`config.mk`:
```
export PLATFORM = sky130hd
export DESIGN_NAME = score_round_ctrl
export DESIGN_NICKNAME = d
export VERILOG_FILES = /design/src/rtl/score_pkg.sv /design/src/rtl/round_timer.sv /design/src/rtl/score_round_ctrl.sv
export SDC_FILE = /design/constraint.sdc
export NUM_CORES = 1
export LEC_CHECK = 0
export ABC_AREA = 0
export BUFFER_PORTS_ARGS = -buffer_cell sky130_fd_sc_hd__buf_2
export CAP_MARGIN = 10
export CORE_ASPECT_RATIO = 1.5
export CORE_UTILIZATION = 30
export CTS_CLUSTER_SIZE = 16
export DETAILED_ROUTE_END_ITERATION = 8
export PLACE_DENSITY_LB_ADDON = 0.05
export SLEW_MARGIN = 15
export SYNTH_ARGS = -nofsm -noshare
export SYNTH_HDL_FRONTEND = slang
export SYNTH_SLANG_ARGS = --single-unit
```
`constraint.sdc`:
```
create_clock -name clk -period 5.2 [get_ports clk]
set_input_delay 0.26 -clock clk [delete_from_list [all_inputs] [get_ports clk]]
set_output_delay 0.26 -clock clk [all_outputs]
set_load 0.02 [all_outputs]
```
`src/rtl/score_pkg.sv`:
```
// Shared types for the round sequencer: result codes, FSM state encoding and
// the first-event latch rule applied to each player.
package score_pkg;

    typedef logic [1:0] result_t;

    localparam result_t RES_MISS = 2'd0;
    localparam result_t RES_HIT  = 2'd1;
    localparam result_t RES_NONE = 2'd2;

    typedef enum logic [2:0] {
        S_IDLE,
        S_COLLECT,
        S_CALC,
        S_COOLDOWN,
        S_DONE
    } state_t;

    // Only the first event of a round sticks; a simultaneous hit and miss
    // resolves to a miss.
    function automatic result_t latch_result(input result_t cur,
                                             input logic    hit,
                                             input logic    miss);
        result_t res;
        res = cur;
        if (cur == RES_NONE) begin
            if (miss)
                res = RES_MISS;
            else if (hit)
                res = RES_HIT;
        end
        return res;
    endfunction

endpackage

```
`src/rtl/round_timer.sv`:
```
// Loadable down-counter that stops at zero; used for both the response window
// and the inter-round cooldown.
module round_timer #(
    parameter int W = 1
) (
    input  logic         clk,
    input  logic         rst,
    input  logic         load,
    input  logic [W-1:0] load_val,
    input  logic         en,
    output logic         zero
);

    logic [W-1:0] count_q;
    logic [W-1:0] count_d;

    always_comb begin
        count_d = count_q;
        if (load)
            count_d = load_val;
        else if (en && (count_q != '0))
            count_d = count_q - W'(1);
    end

    always_ff @(posedge clk) begin
        if (rst)
            count_q <= '0;
        else
            count_q <= count_d;
    end

    assign zero = (count_q == '0);

endmodule

```
`src/rtl/score_round_ctrl.sv`:
```
// Round sequencer in front of the two-player score accumulator.
// Optional early window close when both players have answered: SCORE_CTRL_EARLY_CLOSE_EN.
module score_round_ctrl
    import score_pkg::*;
#(
    parameter int ROUND_CYCLES    = 16,
    parameter int COOLDOWN_CYCLES = 4,
    parameter int NUM_ROUNDS      = 8
) (
    input  logic       clk,
    input  logic       rst,
    input  logic       start,
    input  logic       abort,
    input  logic       p1_hit,
    input  logic       p1_miss,
    input  logic       p2_hit,
    input  logic       p2_miss,
    output logic [1:0] b1,
    output logic [1:0] b2,
    output logic       start_calc,
    output logic [7:0] round_num,
    output logic       busy,
    output logic       game_done
);

    localparam int WIN_W  = (ROUND_CYCLES > 1) ? $clog2(ROUND_CYCLES) : 1;
    localparam int COOL_W = (COOLDOWN_CYCLES > 1) ? $clog2(COOLDOWN_CYCLES) : 1;
    localparam logic [WIN_W-1:0]  WIN_LOAD   = WIN_W'(ROUND_CYCLES - 1);
    localparam logic [COOL_W-1:0] COOL_LOAD  = COOL_W'(COOLDOWN_CYCLES - 1);
    localparam logic [7:0]        LAST_ROUND = 8'(NUM_ROUNDS);

    state_t        state_q, state_d;
    logic [7:0]    round_q, round_d;
    logic          win_load, win_en, win_zero;
    logic          cool_load, cool_en, cool_zero;
    logic          res_clear, b_load;
    logic          early_close;
    logic [1:0]    hit_v, miss_v;
    result_t [1:0] res_cap;
    result_t [1:0] b_cur;

    assign hit_v  = {p2_hit, p1_hit};
    assign miss_v = {p2_miss, p1_miss};

    generate
        for (genvar gi = 0; gi < 2; gi++) begin : g_player
            result_t res_q, res_d;
            result_t b_q, b_d;

            // Capture view includes this cycle's event so a last-cycle hit still counts.
            assign res_cap[gi] = (state_q == S_COLLECT)
                               ? latch_result(res_q, hit_v[gi], miss_v[gi])
                               : res_q;

            always_comb begin
                res_d = res_clear ? RES_NONE : res_cap[gi];
                b_d   = b_load ? res_cap[gi] : b_q;
            end

            always_ff @(posedge clk) begin
                if (rst) begin
                    res_q <= RES_NONE;
                    b_q   <= RES_NONE;
                end else begin
                    res_q <= res_d;
                    b_q   <= b_d;
                end
            end

            assign b_cur[gi] = b_q;
        end
    endgenerate

`ifdef SCORE_CTRL_EARLY_CLOSE_EN
    assign early_close = (res_cap[0] != RES_NONE) && (res_cap[1] != RES_NONE);
`else
    assign early_close = 1'b0;
`endif

    round_timer #(.W(WIN_W)) u_win_timer (
        .clk      (clk),
        .rst      (rst),
        .load     (win_load),
        .load_val (WIN_LOAD),
        .en       (win_en),
        .zero     (win_zero)
    );

    round_timer #(.W(COOL_W)) u_cool_timer (
        .clk      (clk),
        .rst      (rst),
        .load     (cool_load),
        .load_val (COOL_LOAD),
        .en       (cool_en),
        .zero     (cool_zero)
    );

    always_comb begin
        state_d    = state_q;
        round_d    = round_q;
        win_load   = 1'b0;
        win_en     = 1'b0;
        cool_load  = 1'b0;
        cool_en    = 1'b0;
        res_clear  = 1'b0;
        b_load     = 1'b0;
        start_calc = 1'b0;
        game_done  = 1'b0;

        case (state_q)
            S_IDLE: begin
                if (start) begin
                    round_d   = '0;
                    win_load  = 1'b1;
                    res_clear = 1'b1;
                    state_d   = S_COLLECT;
                end
            end
            S_COLLECT: begin
                win_en = 1'b1;
                // Codes and round count update on entry so they are valid during the strobe.
                if (win_zero || early_close) begin
                    b_load  = 1'b1;
                    round_d = round_q + 8'd1;
                    state_d = S_CALC;
                end
            end
            S_CALC: begin
                start_calc = 1'b1;
                cool_load  = 1'b1;
                state_d    = (round_q == LAST_ROUND) ? S_DONE : S_COOLDOWN;
            end
            S_COOLDOWN: begin
                cool_en = 1'b1;
                if (cool_zero) begin
                    win_load  = 1'b1;
                    res_clear = 1'b1;
                    state_d   = S_COLLECT;
                end
            end
            S_DONE: begin
                game_done = 1'b1;
                state_d   = S_IDLE;
            end
            default: state_d = S_IDLE;
        endcase

        if (abort && (state_q != S_IDLE)) begin
            state_d    = S_IDLE;
            start_calc = 1'b0;
            b_load     = 1'b0;
            round_d    = round_q;
            win_load   = 1'b0;
            cool_load  = 1'b0;
            res_clear  = 1'b0;
        end
    end

    always_ff @(posedge clk) begin
        if (rst) begin
            state_q <= S_IDLE;
            round_q <= '0;
        end else begin
            state_q <= state_d;
            round_q <= round_d;
        end
    end

    assign b1        = b_cur[0];
    assign b2        = b_cur[1];
    assign round_num = round_q;
    assign busy      = (state_q != S_IDLE);

endmodule

```
# == Word level (Yosys, flattened, before mapping) ==
# Index checks and enable logic that the tools add are counted.
# word_totals
register_bits,25
output_inout_bits,15
in_bits,8
# op_classes
n_bitwise,1
eq_ne,10
add_sub_neg,3
n_mux,32
n_reduce_logical,16
# ops
cell,n
2-to-1 mux 2 bit,10
2-to-1 mux 8 bit,2
case mux 8 bit (2 select lines),1
2-to-1 mux 3 bit,4
case mux 3 bit (4 select lines),1
2-to-1 mux 1 bit,11
adder 8 x 1 -> 8 bit (second input constant),1
equality test 8 x 4 -> 1 bit (second input constant),1
2-to-1 mux 4 bit,2
nonzero test 2 bit,4
equality test 3 x 2 -> 1 bit (second input constant),2
equality test 2 bit (second input constant),2
logical NOT 4 bit,1
inequality test 2 bit (second input constant),2
AND reduction 4 bit,1
nonzero test 4 bit,1
OR reduction 2 bit,2
subtractor 4 x 1 -> 4 bit (second input constant),1
equality test 3 x 1 -> 1 bit (second input constant),1
equality test 3 bit (second input constant),1
logical AND 1 bit,3
logical NOT 3 bit,1
AND reduction 3 bit,1
nonzero test 3 bit,1
5 further kinds,5

# == Depth between registers and ports, before layout ==
# logic_depth
ltp_word,5
depth_mapped,7

# == Modules after synthesis ==
# From an unflattened synthesis, not the netlist that was laid out.
# hier_totals
hier_cells,162
area_unflattened_um2,1385.1
# by_module_without_submodules
module,n_inst,area_each_um2,seq_area_each_um2,cells_per_inst
score_round_ctrl,1,996.0,380.4,119
round_timer at u_win_timer,1,262.8,80.1,29
round_timer at u_cool_timer,1,126.4,40.0,14

# == Least setup slack after synthesis ==
# OpenSTA, ideal clock, no wires.
# synth_timing
kind,register to register
start,"register round_q[0], in the netlist round_num[0]"
end,register state_q[1]
path_stages_with_launch,7
setup_ns,0.122
setup_slack_ns,3.471
required_time_ns,5.078
period_less_slack_ns,1.729
arrival_ns,1.607
path_buffers,0
path_cell_list,dfxtp_1 inv_1 ha_1 or4b_1 nor4b_1 or3b_2 a211oi_1
# synth_between
elab_chain_cells,3
# synth_lines
element,line,text
"start, declared",score_round_ctrl.sv:33,"logic [7:0] round_q, round_d;"
"start signal, assigned",score_round_ctrl.sv:165,round_q <= round_d;
equality test 8 x 4 -> 1 bit,score_round_ctrl.sv:131,state_d = (round_q == LAST_ROUND) ? S_DONE : S_COOLDOWN;
2-to-1 mux 3 bit,score_round_ctrl.sv:131,
case mux 3 bit (4 select lines),score_round_ctrl.sv:110,case (state_q)
"end signal, assigned",score_round_ctrl.sv:164,state_q <= state_d;
"end, declared",score_round_ctrl.sv:32,"state_t state_q, state_d;"
# No other way between the ends.
# A chain may end at the register's enable or synchronous reset.

# == Worst setup path after layout ==
# layout_timing
start,register state_q[0]
end,"register g_player[0].b_q[1], in the netlist b1[1]"
# layout_between
elab_chain_cells,3
elab_cells_between_ends,6
classes_between,1 x eq/ne; 3 x mux; 2 x reduce/logical
# layout_lines
element,line,text
equality test 3 x 1 -> 1 bit / nonzero test 3 bit (equally long branches),"score_round_ctrl.sv:51, score_round_ctrl.sv:110, score_round_ctrl.sv:148",
2-to-1 mux 1 bit / logical AND 1 bit (equally long branches),"score_round_ctrl.sv:110, score_round_ctrl.sv:148",
2-to-1 mux 1 bit,score_round_ctrl.sv:148,if (abort && (state_q != S_IDLE)) begin
"end signal, assigned",score_round_ctrl.sv:63,b_q <= RES_NONE;
"end signal, assigned",score_round_ctrl.sv:66,b_q <= b_d;
"end, declared",score_round_ctrl.sv:48,"result_t b_q, b_d;"
# Several ways; a longest one is shown, not always the timed one.

==> flow_results.org <==
** Min path
- Type of the most critical hold path :: in2reg
- For hold timing, the worst endpoint is u_cool_timer.count_q[0].
- Worst hold path startpoint :: rst
- The worst hold path was traced through 2 stages.

** Clocking
- Clock root buffer master :: sky130_fd_sc_hd__clkbuf_8
- TritonCTS built the clock tree.
- In this run the number of H-tree levels came out at 1.
- Longest Clk Path Bufs :: 2
- Clock-pin slew was measured on the worst setup and hold paths at 100 ps.
- After clock tree synthesis, the flow added hold-fix buffers numbering 0.
- Counting every sink on the clock net gives 25.
- PostCTS Resize Cnt :: 0
- For the worst-skew pair, the clock arrives at the later sink with an insertion delay of 270 ps.
- Number of buffers added by the clock tree synthesis step :: 3
- Buffers added to address setup during post-CTS repair amount to 0.

** Cells and area
- After the last flow step, the layout net total stands at 188.
- Most frequent cells in the layout :: 25 x sky130_fd_sc_hd__dfxtp_1, 22 x sky130_fd_sc_hd__buf_2, 17 x sky130_fd_sc_hd__nor2_1, 14 x sky130_fd_sc_hd__a21oi_1, 12 x sky130_fd_sc_hd__nand2_1
- The number of antenna diodes in the final layout is 0.
- Share of cells above drive strength 1 :: 0.189
- The layout has 459 filler cells.
- At the end of the flow the core is filled with cells to 0.352.
- Layout overhead on the synthesized area :: 13.5%
- Most common cell after layout, fill and taps aside :: sky130_fd_sc_hd__dfxtp_1
- After the flow finishes, the layout carries non-filler instances totaling 221.

** GRT
- Gr ovfl total :: 0
- The via count of the first global-routing pass was 1078.
- GRT Resource Usage Total :: 0.143
- Pin count of the biggest net entering global routing :: 21
- The number of antenna violations at the first check in global routing was 0.
- The first global-routing pass estimated 5060 µm of wire.

** Timing
- Setup violations remaining at the end of the flow were counted as 0.
- Final period demand of the worst path :: 2180 ps
- The final-report hold violation count came to 0.
- Setup TNS :: 0 ps
- Clock skew on the completed layout was measured at 7.83 ps.
- RSZ-0062 raised after global routing :: false
- At the pin with the least slew margin, the transition time is 605 ps.
- Number of slew-limit violations in the final report :: 0
- Worst-case headroom to the max-slew limit :: 0.593
- Hold timing on the final database bottoms out at a slack of 344 ps.
- Setup slack closes at 3020 ps.
- Of the available clock period, the critical path in the final layout requires 0.418.
- Static timing analysis puts the maximum clock frequency at 460 MHz.

** Yosys
- Share of flip-flops with an asynchronous set or reset :: 0
- Total standard cell area after synthesis :: 1300 µm²
- Synth unique cells :: 44
- Biggest area consumer among synthesized cells :: sky130_fd_sc_hd__dfxtp_1
- Count of flip-flops with a built-in enable after synthesis :: 0
- Predominant post-synthesis flop cell :: sky130_fd_sc_hd__dfxtp_1
- Number of warning messages in the yosys log :: 0
- Of the synthesized area, sequential elements account for 0.384.
- In this run the mean area of a mapped cell was 8.30 µm².
- Biggest area contributors in the synthesized netlist :: sky130_fd_sc_hd__dfxtp_1 38%, sky130_fd_sc_hd__a21oi_1 5.4%, sky130_fd_sc_hd__nor2_1 4.9%
- Synthesized netlist net count :: 169
- Of the post-synthesis cell area, the dominant cell type holds 0.384.
- In the synthesized netlist, the number of instances is 157.
- Counting flops and latches in the post-synthesis netlist gives 25.

** Route
- Post-Route M1 WL :: 1350 µm
- 1st-iter DRT viols :: 17
- After detailed routing, the number of remaining DRC violations is 0.
- In the routed layout, each cell is associated on average with a via count of 5.37.
- The first TritonRoute pass finished after 4 iterations.
- The detailed router used layers up to and including met4.
- Routed len/inst :: 14.2 µm
- Vias :: 1186
- Wire segments on met3 add up to 100 µm in the final route.
- Count of antenna-violating nets left after detailed routing :: 0
- Length of routed met2 wiring :: 1660 µm
- Total wire length after detailed routing :: 3140 µm

** Setup path
- For this run, the slowest stage of the critical path takes 680 ps.
- R2R setup slack :: 3020 ps
- WP data required :: 5360 ps
- In this run the critical register-to-register path is captured at b1[1].
- Startpoint type of the worst setup path :: flip-flop
- Reg-to-Reg Start :: state_q[0]
- Measured in cells, the most critical reg-to-reg path has a length of 3.
- At the worst endpoint, the arrival time is 2340 ps.
- Along the worst path, the maximum fanout reaches 20.
- The critical path is of the reg2reg type.
- The kind of cell with the highest combined delay along the critical path is simple AND/OR/NAND/NOR gates.
- Cells traversed along the worst timing path :: or3b_1, or4_4, a211o_1
- STA classifies the critical path endpoint as a flip-flop.
- Number of buffer and inverter stages on the critical path :: 0
- Among all stages on the critical path, the largest delay is contributed by sky130_fd_sc_hd__dfxtp_1.

** Place
- Once placement completed, the tool counted placed cells totaling 217.
- Placed wire-length estimate :: 2410 µm
- IO buf count :: 22
- Before CTS, the worst setup slack after placement is 3040 ps.
- Final GP Congestion :: 0.741

** Die
- After floorplanning, the core was divided into 29 placement rows.
- The floorplan step defined a die boundary enclosing 4620 µm².
- Width of the die :: 55.8 µm
- From bottom edge to top edge, the die measures 82.7 µm.
- For this configuration, the core starts out at a cell density of 0.310.
- Area of the core :: 4210 µm²
- For this design the top-level I/O count stands at 23.

** Pwr
- Leakage power :: 0.561 nW
- Worst supply voltage drop on vdd :: 0.000144 V
- Clk network pwr share :: 0.239
- Of the total power, combinational logic draws 0.284.
- The share of total power dissipated in sequential elements is 0.477.
- Internal power component :: 0.321 mW
- Net Sw Power :: 0.175 mW
- Pwr/cell area :: 336 nW/µm²
- Of the total power, the share spent switching nets is 0.353.

** Run
- The tool flagged a number of max-cap violations equal to 0.

** Status
- The run finished with clean final reports.
## metal layers
layer | track usage | vias to the layer above
li1 | - | 608
met1 | 0.156 | 551
met2 | 0.277 | 23
met3 | 0.0202 | 4
met4 | 0.0610 | 0
met5 | 0 | -
## area by class of cell
class | count | area, µm² | area share
clock inverter | 1 | 7.51 | 0.00507
multi-input combinational | 115 | 729 | 0.493
inverter | 9 | 33.8 | 0.0228
tap | 46 | 57.6 | 0.0389
clock buffer | 3 | 41.3 | 0.0279
sequential | 25 | 500 | 0.338
timing repair buffer | 22 | 110 | 0.0744
## power groups by stage
stage	logic [mW]	registers, mW	clock network, mW
5_1_grt	0.159	0.241	0.132
3_5_place_dp	0.143	0.242	0
2_1_floorplan	0.116	0.233	0
6_report	0.141	0.237	0.119
4_1_cts	0.144	0.237	0.125
3_3_place_gp	0.141	0.241	0
## cells in the mapped netlist (all sizes together) (2+ instances only)
library cell and instances:
o21ai 5, ha 4, or2 3, nand3 3
inv 9, nor2b 2, dfxtp 25, or4b 2
xnor2 2, buf 3, a21oi 14, a211o 2
or4 6, nand2b 2, o2111ai 2, o31ai 7
o21a 2, and2 3, nor4 2, nor3 3
nor4b 2, clkbuf 5, a31oi 2, nand2 12
a211oi 3, nor2 17, or3b 2
## worst register-to-register path, delay by kind of cell (launching register included)
family          cells  cell delay, ps
flops               1             680
compound gates      1             300
simple gates        2            1100
## cell families after synthesis
kind of cell	Yosys count	share of synthesized area
AND/OR/NAND/NOR	66	0.289
AO/OA/AOI/OAI	42	0.211
flip-flops	25	0.384
buffers and inverters	17	0.0566
adder cells (fa/ha/maj)	4	0.0384
XOR/XNOR	2	0.0134
multiplexers	1	0.00768
## sequential cells by signal, indices dropped and copies added (netlist names)
signal	flops
round_num	8
g_player.res_q	4
u_win_timer.count_q	4
state_q	3
b1	2
b2	2
u_cool_timer.count_q	2
## worst max-delay path by stage
stage	from	endpoint	slack, ps	cells past startpoint
floorplan	round_num[0]	state_q[1]	3470	6
global placement	state_q[0]	b1[1]	3110	3
detailed placement	state_q[0]	b1[0]	3040	4
CTS	state_q[0]	b1[0]	3020	4
global route	state_q[0]	b2[0]	2860	4
finish	state_q[0]	b1[1]	3020	3
## per-stage QoR
step	total power, mW	instance area (µm²)
5_1_grt	0.532	1480
3_3_place_gp	0.381	1430
3_5_place_dp	0.384	1430
4_1_cts	0.505	1480
2_1_floorplan	0.349	1300
6_report	0.497	1480
(Power assumes the default switching activity.)
